[src/rtl/dmem_arb_pkg.sv]
// Shared definitions for the data-memory arbiter.
//   arb_state_e : arbiter FSM states
//   MT_*        : memory access size encodings (matches cpu/dma/mem type fields)
//   REQ_*       : requester ids, also the encoding of the owner/last-grant registers
package dmem_arb_pkg;

    typedef enum logic [1:0] {
        StIdle   = 2'd0,
        StAccess = 2'd1,
        StDone   = 2'd2
    } arb_state_e;

    localparam logic [1:0] MT_BYTE = 2'b00;
    localparam logic [1:0] MT_HALF = 2'b01;
    localparam logic [1:0] MT_WORD = 2'b10;
    localparam logic [1:0] MT_RSVD = 2'b11;

    localparam logic REQ_CPU = 1'b0;
    localparam logic REQ_DMA = 1'b1;

endpackage

[src/rtl/dmem_align_chk.sv]
// Alignment checker for a single memory request.
//   type_i       : access size (MT_BYTE/MT_HALF/MT_WORD/MT_RSVD)
//   addr_lsb_i   : byte address bits [1:0]
//   misaligned_o : 1 for a misaligned half/word or the reserved size
module dmem_align_chk
    import dmem_arb_pkg::*;
(
    input  logic [1:0] type_i,
    input  logic [1:0] addr_lsb_i,
    output logic       misaligned_o
);

    always_comb begin
        unique case (type_i)
            MT_BYTE: misaligned_o = 1'b0;
            MT_HALF: misaligned_o = addr_lsb_i[0];
            MT_WORD: misaligned_o = |addr_lsb_i;
            default: misaligned_o = 1'b1;
        endcase
    end

endmodule

[src/rtl/dmem_arbiter.sv]
// Shares the single data-memory port between the CPU memory stage and the DMA/loader port.
// One requester is granted at a time; its request is latched and held on mem_* for MEM_LAT
// cycles, then a one-cycle done pulse returns the registered read data.
//   clk_i, rst_i       : clock, synchronous active-high reset
//   cpu_* / dma_*      : request fields in, done/err/rdata out; cpu_stall_o holds the pipeline
//   mem_*              : memory port, all zero outside the access phase
// Build option: define DMEM_ARB_RR_EN for round-robin arbitration (default: CPU priority).
module dmem_arbiter
    import dmem_arb_pkg::*;
#(
    parameter int unsigned DATA_WIDTH = 32,
    parameter int unsigned MEM_LAT    = 1
) (
    input  logic                  clk_i,
    input  logic                  rst_i,
    input  logic                  cpu_req_i,
    input  logic                  cpu_we_i,
    input  logic [DATA_WIDTH-1:0] cpu_addr_i,
    input  logic [DATA_WIDTH-1:0] cpu_wdata_i,
    input  logic [1:0]            cpu_type_i,
    input  logic                  cpu_sign_i,
    output logic                  cpu_stall_o,
    output logic                  cpu_done_o,
    output logic                  cpu_err_o,
    output logic [DATA_WIDTH-1:0] cpu_rdata_o,
    input  logic                  dma_req_i,
    input  logic                  dma_we_i,
    input  logic [DATA_WIDTH-1:0] dma_addr_i,
    input  logic [DATA_WIDTH-1:0] dma_wdata_i,
    input  logic [1:0]            dma_type_i,
    input  logic                  dma_sign_i,
    output logic                  dma_done_o,
    output logic                  dma_err_o,
    output logic [DATA_WIDTH-1:0] dma_rdata_o,
    output logic                  mem_we_o,
    output logic [DATA_WIDTH-1:0] mem_addr_o,
    output logic [DATA_WIDTH-1:0] mem_wdata_o,
    output logic [1:0]            mem_type_o,
    output logic                  mem_sign_o,
    input  logic [DATA_WIDTH-1:0] mem_rdata_i
);

    localparam int unsigned CntW = 3;
    localparam logic [CntW-1:0] CntInit = CntW'(MEM_LAT - 1);

    arb_state_e state_q, state_d;

    logic                  owner_q;
    logic                  we_q;
    logic [DATA_WIDTH-1:0] addr_q;
    logic [DATA_WIDTH-1:0] wdata_q;
    logic [DATA_WIDTH-1:0] rdata_q;
    logic [1:0]            type_q;
    logic                  sign_q;
    logic                  err_q;
    logic [CntW-1:0]       cnt_q;

    logic                  any_req;
    logic                  sel_dma;
    logic                  req_we;
    logic [DATA_WIDTH-1:0] req_addr;
    logic [DATA_WIDTH-1:0] req_wdata;
    logic [1:0]            req_type;
    logic                  req_sign;
    logic                  misaligned;
    logic                  last_cycle;

    assign any_req    = cpu_req_i | dma_req_i;
    assign last_cycle = (cnt_q == '0);

`ifdef DMEM_ARB_RR_EN
    // Last-grant pointer; resets to DMA so the CPU wins the first contested grant.
    logic last_q;

    assign sel_dma = (cpu_req_i & dma_req_i) ? (last_q == REQ_CPU) : dma_req_i;

    always_ff @(posedge clk_i) begin
        if (rst_i) begin
            last_q <= REQ_DMA;
        end else if (state_q == StIdle && any_req) begin
            last_q <= sel_dma;
        end
    end
`else
    assign sel_dma = dma_req_i & ~cpu_req_i;
`endif

    assign req_we    = sel_dma ? dma_we_i    : cpu_we_i;
    assign req_addr  = sel_dma ? dma_addr_i  : cpu_addr_i;
    assign req_wdata = sel_dma ? dma_wdata_i : cpu_wdata_i;
    assign req_type  = sel_dma ? dma_type_i  : cpu_type_i;
    assign req_sign  = sel_dma ? dma_sign_i  : cpu_sign_i;

    dmem_align_chk u_align_chk (
        .type_i       (req_type),
        .addr_lsb_i   (req_addr[1:0]),
        .misaligned_o (misaligned)
    );

    always_ff @(posedge clk_i) begin
        if (rst_i) begin
            state_q <= StIdle;
        end else begin
            state_q <= state_d;
        end
    end

    always_comb begin
        state_d = state_q;
        unique case (state_q)
            StIdle:   if (any_req) state_d = misaligned ? StDone : StAccess;
            StAccess: if (last_cycle) state_d = StDone;
            StDone:   state_d = StIdle;
            default:  state_d = StIdle;
        endcase
    end

    always_ff @(posedge clk_i) begin
        if (rst_i) begin
            owner_q <= REQ_CPU;
            we_q    <= 1'b0;
            addr_q  <= '0;
            wdata_q <= '0;
            rdata_q <= '0;
            type_q  <= MT_BYTE;
            sign_q  <= 1'b0;
            err_q   <= 1'b0;
            cnt_q   <= '0;
        end else begin
            unique case (state_q)
                StIdle: begin
                    if (any_req) begin
                        owner_q <= sel_dma;
                        we_q    <= req_we;
                        addr_q  <= req_addr;
                        wdata_q <= req_wdata;
                        type_q  <= req_type;
                        sign_q  <= req_sign;
                        err_q   <= misaligned;
                        rdata_q <= '0;
                        cnt_q   <= CntInit;
                    end
                end
                StAccess: begin
                    if (last_cycle) begin
                        rdata_q <= we_q ? '0 : mem_rdata_i;
                    end else begin
                        cnt_q <= cnt_q - 1'b1;
                    end
                end
                default: ;
            endcase
        end
    end

    always_comb begin
        mem_we_o    = 1'b0;
        mem_addr_o  = '0;
        mem_wdata_o = '0;
        mem_type_o  = MT_BYTE;
        mem_sign_o  = 1'b0;
        cpu_done_o  = 1'b0;
        cpu_err_o   = 1'b0;
        cpu_rdata_o = '0;
        dma_done_o  = 1'b0;
        dma_err_o   = 1'b0;
        dma_rdata_o = '0;
        unique case (state_q)
            StAccess: begin
                mem_addr_o  = addr_q;
                mem_wdata_o = wdata_q;
                mem_type_o  = type_q;
                mem_sign_o  = sign_q;
                // Suppress the write if reset lands on the final access cycle.
                mem_we_o    = we_q & last_cycle & ~rst_i;
            end
            StDone: begin
                if (owner_q == REQ_DMA) begin
                    dma_done_o  = 1'b1;
                    dma_err_o   = err_q;
                    dma_rdata_o = rdata_q;
                end else begin
                    cpu_done_o  = 1'b1;
                    cpu_err_o   = err_q;
                    cpu_rdata_o = rdata_q;
                end
            end
            default: ;
        endcase
    end

    assign cpu_stall_o = cpu_req_i & ~cpu_done_o;

endmodule

[config.mk]
export PLATFORM = sky130hd
export DESIGN_NAME = dmem_arbiter
export DESIGN_NICKNAME = d
export VERILOG_FILES = /design/src/rtl/dmem_arb_pkg.sv /design/src/rtl/dmem_align_chk.sv /design/src/rtl/dmem_arbiter.sv
export SDC_FILE = /design/constraint.sdc
export NUM_CORES = 1
export LEC_CHECK = 0
export CAP_MARGIN = 40
export CORE_ASPECT_RATIO = 0.75
export CORE_MARGIN = 2
export CORE_UTILIZATION = 38
export CTS_BUF_LIST = sky130_fd_sc_hd__clkbuf_16
export CTS_CLUSTER_SIZE = 12
export DETAILED_ROUTE_END_ITERATION = 8
export PLACE_DENSITY = 0.86
export SLEW_MARGIN = 20
export SYNTH_ARGS = -nofsm -noshare
export SYNTH_HDL_FRONTEND = slang
export SYNTH_SLANG_ARGS = --single-unit
[constraint.sdc]
create_clock -name clk_i -period 2.05 [get_ports clk_i]
set_input_delay 0.41 -clock clk_i [delete_from_list [all_inputs] [get_ports clk_i]]
set_output_delay 0.41 -clock clk_i [all_outputs]
set_load 0.05 [all_outputs]
==> metrics.log <==
[metrics] post-detailed-route DRC marker count: 0
[metrics] gr ovfl total: 0
[metrics] final non-filler cell area: 10,300 µm²
[metrics] non-filler cells, final: 1,046
[metrics] worst rel slew slack: between 60% and 70%
[metrics] standard cell area after detailed placement: 10000 µm²
[metrics] Clock Pin Slew Worst Setup and Hold Paths: 0.07 ns
[metrics] worst ir drop on vdd: 0.000432 V
[metrics] share of the yosys chip area belonging to registers: 40.4%
[metrics] Final Hold Vio Count: 0
[metrics] dpl hpwl: approximately 14 mm
[metrics] reported max-cap violation count: 0
[metrics] synthesized area per cell: ~9 µm²
[metrics] post-route clock skew: ~0.008 ns
[metrics] Syn-to-layout area delta: 95.0%
[metrics] overall die area: between 10,000 and 15,000 µm²
[metrics] YS warnings: 0
[metrics] global-route wire length before repair: between 20 and 30 mm
[metrics] Period Utilization, post-route: a little over nine tenths
[metrics] RSZ-0062 raised after global routing: yes
[metrics] Routability Congestion: about 0.8
[metrics] met3 global-route usage: ~6.9%
[metrics] proportion of layout cells with a drive suffix above 1: 22.7%
[metrics] Clock Sink Count: 107
[metrics] Crit Path Category: register to output port
[metrics] Root Buffer: sky130_fd_sc_hd__clkbuf_16
[metrics] number of antenna diodes: 0
[metrics] Row Count: 37
[metrics] result of the run: finished clean
[metrics] worst r2r path cells: 8
[metrics] required time of the critical path: around 1.6 ns
[metrics] worst path arrival time: around 1.6 ns
[metrics] startpoint types: register
[metrics] DRC violation total after the first TritonRoute iteration: 258
[metrics] total of flip-flops plus latches after synthesis: between 100 and 150
[metrics] Fin Setup TNS: 0 ns
[metrics] Final Max Slew Viols: 0
[metrics] total number of vias: ~5,300
[metrics] post-layout minimum cycle time: between 2 and 2.5 ns
[metrics] leakage dissipation: around 0.0043 µW
[metrics] most used flip-flop cell after synthesis: sky130_fd_sc_hd__dfxtp_1
[metrics] busiest layer in global routing: met2
[metrics] number of buffers between clock root and the deepest sink: 2
[metrics] number of ports placed on the die boundary: just over 300
[metrics] clock buffer count from CTS: 9
[metrics] number of nets in the layout: about 1,000
[metrics] setup fix buffers added after clock tree synthesis: 0
[metrics] Syn Std Cell Area: 5310 µm²
[metrics] crit path max fanout: 49
[metrics] number of enable flip-flop cells after synthesis: 0
[metrics] routing usage on met2: 44.5%
[metrics] first drt pass iteration count: 4
[metrics] buffers added on ports: a little over 300
[metrics] initial core utilization: about two fifths
[metrics] Die W: ~140 µm
[metrics] Unique masters post-synth: 35
[metrics] drt total wl: between 15 and 20 mm
[metrics] Post-CTS Hold Buffers: 0
[metrics] die outline height: around 110 µm
[metrics] transition time at the pin with the least slew margin: 0.556 ns
[metrics] hold crit path type: register to register
[metrics] Antenna Violating Nets Remaining: 0
[metrics] Clk Latency, worst-skew pair: roughly 0.35 ns
[metrics] Core ar.: about 14,000 µm²
[metrics] dpl cells: about 1,000
[metrics] CTS tree: built
[metrics] Max H-tree Level: 3
[metrics] Total GRT Usage: 24.0%
[metrics] CP endpoint kind: output port
[metrics] pwr/cell area: approximately 540 nW/µm²
[metrics] WHS Path Cells: 2
[metrics] average wire per standard cell: 17.8 µm
[metrics] FFs w/ async S/R, synth: 0%
[metrics] number of setup violations in the final report: 0
[metrics] Global Route met1 Usage: a little over a quarter
[metrics] via count of the first global-routing pass: 5,232
[metrics] Peak Freq: 0.499 GHz
[metrics] average vias per placed instance: roughly 5.1
[metrics] post-synthesis instance total: a little under 600
[metrics] largest net degree at the start of global routing: 52
[metrics] Net Count, Synth: about 760
[metrics] initial antenna violation count: 0
-- power breakdown --
part	switching [µW]	internal, µW
Clock	782	807
Sequential	104	2280
Combinational	763	823
Total	1650	3910
-- placed cells by master (no fill, tap or decap), types with 2 or more instances in the layout --
cell type | synthesis | routed
sky130_fd_sc_hd__clkbuf_16 | 0 | 10
sky130_fd_sc_hd__and2_1 | 133 | 123
sky130_fd_sc_hd__nand2_1 | 5 | 5
sky130_fd_sc_hd__buf_12 | 0 | 147
sky130_fd_sc_hd__buf_4 | 1 | 9
sky130_fd_sc_hd__clkdlybuf4s50_1 | 0 | 170
sky130_fd_sc_hd__nand2b_1 | 3 | 2
sky130_fd_sc_hd__dfxtp_1 | 107 | 105
sky130_fd_sc_hd__a211oi_1 | 67 | 67
sky130_fd_sc_hd__a21oi_1 | 3 | 3
sky130_fd_sc_hd__clkinvlp_4 | 0 | 4
sky130_fd_sc_hd__nor2_1 | 77 | 76
sky130_fd_sc_hd__mux2i_1 | 67 | 67
sky130_fd_sc_hd__nor3_4 | 0 | 2
sky130_fd_sc_hd__a31oi_1 | 2 | 2
sky130_fd_sc_hd__and2_2 | 0 | 9
sky130_fd_sc_hd__nor3_1 | 7 | 6
sky130_fd_sc_hd__a22o_1 | 31 | 31
sky130_fd_sc_hd__inv_1 | 4 | 5
sky130_fd_sc_hd__nor2b_1 | 2 | 2
-- metal layers --
layer | up-vias | share of wire [%]
li1 | 2580 | -
met1 | 2482 | 39
met2 | 209 | 52
met5 | - | 0
met3 | 33 | 6.8
met4 | 0 | 2.4
-- Yosys cell counts, types with 2 or more instances --
cell                       instances  area, µm²
sky130_fd_sc_hd__nor2b_1           2       12.5
sky130_fd_sc_hd__nor2_1           77        289
sky130_fd_sc_hd__dfxtp_1         107       2140
sky130_fd_sc_hd__clkbuf_1         23       86.3
sky130_fd_sc_hd__buf_2            23        115
sky130_fd_sc_hd__and2_1          133        832
sky130_fd_sc_hd__ha_1              2       25.0
sky130_fd_sc_hd__nor3b_1           2       15.0
sky130_fd_sc_hd__buf_6             5       56.3
sky130_fd_sc_hd__nand2b_1          3       18.8
sky130_fd_sc_hd__a22o_1           31        272
sky130_fd_sc_hd__a31oi_1           2       12.5
sky130_fd_sc_hd__nor3_1            7       35.0
sky130_fd_sc_hd__a211oi_1         67        503
sky130_fd_sc_hd__a21oi_1           3       15.0
sky130_fd_sc_hd__inv_1             4       15.0
sky130_fd_sc_hd__and3_1            2       12.5
sky130_fd_sc_hd__nand2_1           5       18.8
sky130_fd_sc_hd__mux2i_1          67        671
-- final timing paths --
path                                 from                        to  slack [ns]
hold / removal     type_q[0]$_SDFFE_PP0P_    type_q[0]$_SDFFE_PP0P_        0.46
setup reg to reg    cnt_q[0]$_SDFFE_PP0P_  rdata_q[11]$_SDFFE_PP0P_        0.28
hold reg to reg    type_q[0]$_SDFFE_PP0P_    type_q[0]$_SDFFE_PP0P_        0.46
setup / recovery  state_q[1]$_SDFFE_PP0P_             mem_addr_o[0]        0.04
-- cells by family (layout without fill, tap and decap cells) --
family                   Yosys count  in the layout  synth area share, %
adder cells (fa/ha/maj)            2              2                0.472
AO/OA/AOI/OAI                    109            109                 16.4
multiplexers                      70             70                 13.4
AND/OR/NAND/NOR                  237            237                 24.1
flip-flops                       107            107                 40.4
buffers and inverters             56            346                 5.28
-- flip-flops by register name, summed over array words and instances, names as in the netlist --
name,cells
we_q,1
type_q,2
addr_q,32
rdata_q,32
cnt_q,3
owner_q,1
err_q,1
state_q,2
wdata_q,32
sign_q,1
-- worst max-delay path, cell delays in order, from the launching register on --
cell and delay [ns]:
sky130_fd_sc_hd__dfxtp_2 0.39, sky130_fd_sc_hd__and2b_2 0.26, sky130_fd_sc_hd__buf_12 0.18, sky130_fd_sc_hd__and2_2 0.25, sky130_fd_sc_hd__buf_12 0.15
-- cell type report --
| cell class | count | area, µm² |
|---|---|---|
| multi-input cells | 418 | 2960 |
| flip-flops and latches | 107 | 2150 |
| fillers | 871 | 3310 |
| clock inverters | 5 | 33.8 |
| repair buffers | 328 | 4740 |
| clock buffers | 9 | 225 |
| well taps | 175 | 219 |
| inverters | 4 | 15.0 |
-- timing repair --
| item | 4_1_cts | 5_1_grt |
|---|---|---|
| cloned | 0 | 1 |
| endpoints found under the setup margin | 76 | 39 |
| gates resized for setup | 7 | 10 |
-- stage by stage --
stage | setup WS, ns | power [µW] | hold WS, ns | utilization, %
floorplan | -0.0826 | 3200 | 0.432 | -
global placement | 0.0370 | 3950 | 0.443 | 73.2
detailed placement | -0.0353 | 4000 | 0.456 | 73.2
CTS | 0.00362 | 5590 | 0.465 | 75.3
global route | -0.0178 | 5820 | 0.475 | 75.7
finish | 0.0447 | 5560 | 0.461 | 75.7
Power figures use the tool's default switching activity.
